--- src/rtl/alu_arbiter.sv ---
// Shares one 16-bit ALU between two requesters: arbitrates one op per cycle and returns
// each result plus flags through a per-requester valid/ready response register.
module alu_arbiter #(
  parameter int PRIO_FIXED   = 0,
  parameter int STARVE_LIMIT = 4
) (
  input  logic        clk,
  input  logic        rst,
  input  logic        req0_valid,
  output logic        req0_ready,
  input  logic [3:0]  req0_opcode,
  input  logic [15:0] req0_a,
  input  logic [15:0] req0_b,
  input  logic        req1_valid,
  output logic        req1_ready,
  input  logic [3:0]  req1_opcode,
  input  logic [15:0] req1_a,
  input  logic [15:0] req1_b,
  output logic [3:0]  alu_opcode,
  output logic [15:0] alu_in1,
  output logic [15:0] alu_in2,
  input  logic [15:0] alu_result,
  input  logic [2:0]  alu_flags,
  output logic        rsp0_valid,
  input  logic        rsp0_ready,
  output logic [15:0] rsp0_data,
  output logic [2:0]  rsp0_flags,
  output logic        rsp1_valid,
  input  logic        rsp1_ready,
  output logic [15:0] rsp1_data,
  output logic [2:0]  rsp1_flags
);

  localparam logic [3:0] NOP_OP     = 4'hF;
  localparam logic [3:0] STARVE_MAX = 4'(STARVE_LIMIT);

  logic       elig0, elig1;
  logic       grant0, grant1;
  logic       last_grant;
  logic [3:0] starve_cnt;

  function automatic logic [3:0] sat_inc(input logic [3:0] cnt);
    return (cnt < STARVE_MAX) ? cnt + 4'd1 : STARVE_MAX;
  endfunction

  // Stage 0: arbitration and ALU drive (combinational)
  always_comb begin
    elig0  = req0_valid && (!rsp0_valid || rsp0_ready);
    elig1  = req1_valid && (!rsp1_valid || rsp1_ready);
    grant0 = 1'b0;
    grant1 = 1'b0;
    if (elig0 && elig1) begin
      if (PRIO_FIXED != 0) begin
        grant1 = (starve_cnt == STARVE_MAX);
        grant0 = !grant1;
      end else begin
        // last_grant == 1 means req1 won last, so req0 takes the tie
        grant0 = last_grant;
        grant1 = !last_grant;
      end
    end else begin
      grant0 = elig0;
      grant1 = elig1;
    end
  end

  assign req0_ready = grant0;
  assign req1_ready = grant1;

  always_comb begin
    alu_opcode = NOP_OP;
    alu_in1    = '0;
    alu_in2    = '0;
    if (grant0) begin
      alu_opcode = req0_opcode;
      alu_in1    = req0_a;
      alu_in2    = req0_b;
    end else if (grant1) begin
      alu_opcode = req1_opcode;
      alu_in1    = req1_a;
      alu_in2    = req1_b;
    end
  end

  // Stage 1: response capture and arbitration state
  always_ff @(posedge clk) begin
    if (rst) begin
      rsp0_valid <= 1'b0;
      rsp0_data  <= '0;
      rsp0_flags <= '0;
      rsp1_valid <= 1'b0;
      rsp1_data  <= '0;
      rsp1_flags <= '0;
      last_grant <= 1'b1;
      starve_cnt <= '0;
    end else begin
      if (grant0) begin
        rsp0_valid <= 1'b1;
        rsp0_data  <= alu_result;
        rsp0_flags <= alu_flags;
      end else if (rsp0_valid && rsp0_ready) begin
        rsp0_valid <= 1'b0;
      end
      if (grant1) begin
        rsp1_valid <= 1'b1;
        rsp1_data  <= alu_result;
        rsp1_flags <= alu_flags;
      end else if (rsp1_valid && rsp1_ready) begin
        rsp1_valid <= 1'b0;
      end
      if (grant0) begin
        last_grant <= 1'b0;
      end else if (grant1) begin
        last_grant <= 1'b1;
      end
      if (grant1) begin
        starve_cnt <= '0;
      end else if (elig1) begin
        starve_cnt <= sat_inc(starve_cnt);
      end
    end
  end

endmodule
--- config.mk ---
export PLATFORM = sky130hd
export DESIGN_NAME = alu_arbiter
export DESIGN_NICKNAME = d
export VERILOG_FILES = /design/src/rtl/alu_arbiter.sv
export SDC_FILE = /design/constraint.sdc
export NUM_CORES = 1
export LEC_CHECK = 0
export ABC_AREA = 1
export CAP_MARGIN = 40
export CORE_ASPECT_RATIO = 0.75
export CORE_MARGIN = 5
export CORE_UTILIZATION = 37
export CTS_BUF_LIST = sky130_fd_sc_hd__clkbuf_4 sky130_fd_sc_hd__clkbuf_8
export CTS_CLUSTER_DIAMETER = 100
export CTS_CLUSTER_SIZE = 8
export DETAILED_ROUTE_END_ITERATION = 10
export PLACE_DENSITY_LB_ADDON = 0.05
export SLEW_MARGIN = 15
export SYNTH_ARGS = -nofsm -noshare
export SYNTH_HDL_FRONTEND = slang
export SYNTH_SLANG_ARGS = --single-unit
export TNS_END_PERCENT = 1
--- constraint.sdc ---
create_clock -name clk -period 4.5 [get_ports clk]
set_clock_uncertainty 0.1 [all_clocks]
set_input_delay 1.35 -clock clk [delete_from_list [all_inputs] [get_ports clk]]
set_output_delay 1.35 -clock clk [all_outputs]
set_load 0.05 [all_outputs]
==> results.md <==
- Area occupied by multi-input gates: around 1200 um^2
- Pin count of the biggest net entering global routing: 40
- Initial antenna violation count: 0
- Peak VDD IR: 0.249 mV
- Drt wl/cell: 15.4 um
- Sw Pwr: 0.547 mW
- Max Slew Vio Count: 0
- Status: completed
- Vias/cell: 4.72
- Skew-Pair Late Insertion Delay: 0.28 ns
- Critical Path AT: 2.82 ns
- Post-Place Cells: 600
- # port buffers: 174
- Slowest CP cell: clkdlybuf4s50_1
- Sum Neg Setup Slack: 0 ns
- DRT antenna net count: 0
- Worst Path Required: between 3 and 4 ns
- Min-Delay Path Class: reg -> reg
- DIE AREA: 7660 um^2
- Num CTS Buffers: 5
- Most used cell, CP: nand2_1
- Clock Sinks: 41
- Total number of vias: 2867
- Resize count post-CTS: 0
- CP cell instances: clkdlybuf4s50_1, inv_1, a21oi_4, nand2_2, inv_2, buf_4, nand2_1, nand2_1, buf_12
- Layout area overhead: 103%
- Lkg Pwr: 2.09 nW
- Syn avg cell area: between 6 and 7 um^2
- Nets@finish: between 600 and 700
- Top Ports: 175
- Switching Share: a little under two fifths
- Most frequent cells in the layout: nand2_1, clkdlybuf4s50_1, nor2_1
- Int Power: a little under 0.9 mW
- Max Buffers Root-to-Sink: 2
- Combinational power share: 50.0%
- TritonCTS clock tree: done
- Crit path buffers/inverters: 5
- Worst slew pin tran: slightly below 0.6 ns
- Iter 0 DRT Violations: 129
- Htree depth: 2
- Post-synthesis sequential area ratio: a little under two fifths
- Final instance area: 4500 um^2
- Global-route wire length before repair: 14400 um
- Root Driver: clkbuf_8
- # fillers: around 450
- Cts hold-fix bufs: 0
- Vias in the first global route: 2622
- Fmax: approximately 0.23 GHz
- DP HPWL: between 7000 and 8000 um
- Syn Std Cell Area: 2220 um^2
- Final Cycle Share: 94.9%
- Grt ovf: 0
- Fin crit period: 4.27 ns
- Syn nets: roughly 460
- GP Congestion: between 0.9 and 1
- Share of cells above drive strength 1: 12.3%
- Register area: approximately 800 um^2
- Height of the die: 77.1 um
- Post-Route WL: 9360 um
- DRC: 0
- Rows: 24
- CP endpoint kind: output pin
- Startpoint Class: primary input
- Sequential power share: 28.8%
- Worst path top cell family by delay: buffers and inverters
- Layout Cells excl Fill: 608
- Max stage delay on crit path: 0.50 ns
- GRT Total Usage: 23.6%
- Pwr per Cell Area: about 320 nW/um^2
- Critical path class: in -> out
- X dimension of the die: 99.4 um
- Final setup fails: 0
- Rel. slew slack: between 60% and 70%
- N_diodes: 0
- Area post-placement: roughly 4400 um^2
- Clock power frac: 21.2%
- CP max FO: 17
- Core region area: 5830 um^2
- RSZ-0062 raised after global routing: no
- Post-synth cell types: 15
- Pre-antenna DRT Iters: 4
- Post-CTS Setup Repair Bufs: 0
- Max-cap check violation count: 0
- Initial Util: around two fifths
- Synth Instances: 365
- Final hold vios: 0
- Ys Warns: 0
- Clock transition at path regs: 0.07 ns
- Synthesis-stage register bit count: 41
kinds of logic after synthesis:
| kind of cell | synth area share (%) |
|---|---|
| and+or+nand+nor | 41.5 |
| DFF | 37.0 |
| AOI/OAI and AO/OA | 10.2 |
| buffers and inverters | 11.3 |
layer usage:
layer	track usage [%]	wire (um)	up-vias	share of wire (%)
met5	0	0	-	0
met1	31.0	4120	1274	44
met2	38.4	4410	118	47
met3	6.44	708	11	7.6
met4	5.59	124	0	1.3
li1	-	-	1464	-
synthesized netlist by cell type:
cell type | n | area [um^2]
nand3_2 | 2 | 20.0
inv_2 | 4 | 15.0
buf_2 | 12 | 60.1
nand3_1 | 38 | 190
dfxtp_1 | 41 | 821
inv_1 | 23 | 86.3
buf_6 | 1 | 11.3
a21oi_2 | 2 | 17.5
a21oi_1 | 40 | 200
nand2_2 | 2 | 12.5
nand2_1 | 136 | 510
clkbuf_1 | 5 | 18.8
o211ai_1 | 1 | 7.51
buf_4 | 8 | 60.1
nor2_1 | 50 | 188
state kept, by name (all words and copies together) (netlist names):
register / flops
rsp1_flags: 3
rsp0_flags: 3
rsp1_data: 16
last_grant: 1
rsp0_valid: 1
rsp0_data: 16
rsp1_valid: 1
path summary, 6_finish.rpt:
| path | from | end | slack [ns] | cells after the start |
|---|---|---|---|---|
| worst max-delay path | req0_valid | alu_in2[10] | 0.23 | 9 |
| worst min-delay path | rsp0_data[15]$_SDFFE_PP0P_ | rsp0_data[15]$_SDFFE_PP0P_ | 0.38 | 2 |
| worst max register to register | rsp1_valid$_SDFFE_PP0P_ | rsp0_data[2]$_SDFFE_PP0P_ | 3.06 | 6 |
| worst min register to register | rsp0_data[15]$_SDFFE_PP0P_ | rsp0_data[15]$_SDFFE_PP0P_ | 0.38 | 2 |
worst min-delay path, delay by kind of cell, from the launching register on:
kind	cells	cell delay, ns
DFF	1	0.33
and+or+nand+nor	1	0.08
AOI/OAI and AO/OA	1	0.04
power by group through the flow:
stage	Clock [mW]	Combinational [mW]	Sequential, mW
6_report	0.306	0.719	0.415
5_1_grt	0.327	0.755	0.419
4_1_cts	0.311	0.724	0.415
3_5_place_dp	0	0.722	0.423
3_3_place_gp	0	0.714	0.421
2_1_floorplan	0	0.269	0.532
per-stage QoR:
stage	hold slack, ns	utilization, %	worst slack (ns)	power [mW]
finish	0.382	77.3	0.231	1.44
floorplan	0.415	-	0.548	0.801
detailed placement	0.370	75.2	0.234	1.15
global placement	0.360	75.2	0.289	1.14
global route	0.408	77.3	0.146	1.50
CTS	0.388	77.3	0.228	1.45
cell type report:
class	count	share of cell area (%)
multi-input cells	271	25.8
inverters	27	2.25
well taps	78	2.17
flip-flops and latches	41	18.2
clock inverters	1	0.667
repair buffers	183	48.9
clock buffers	7	2.00
No activity file was read; power rests on OpenSTA's default activity.
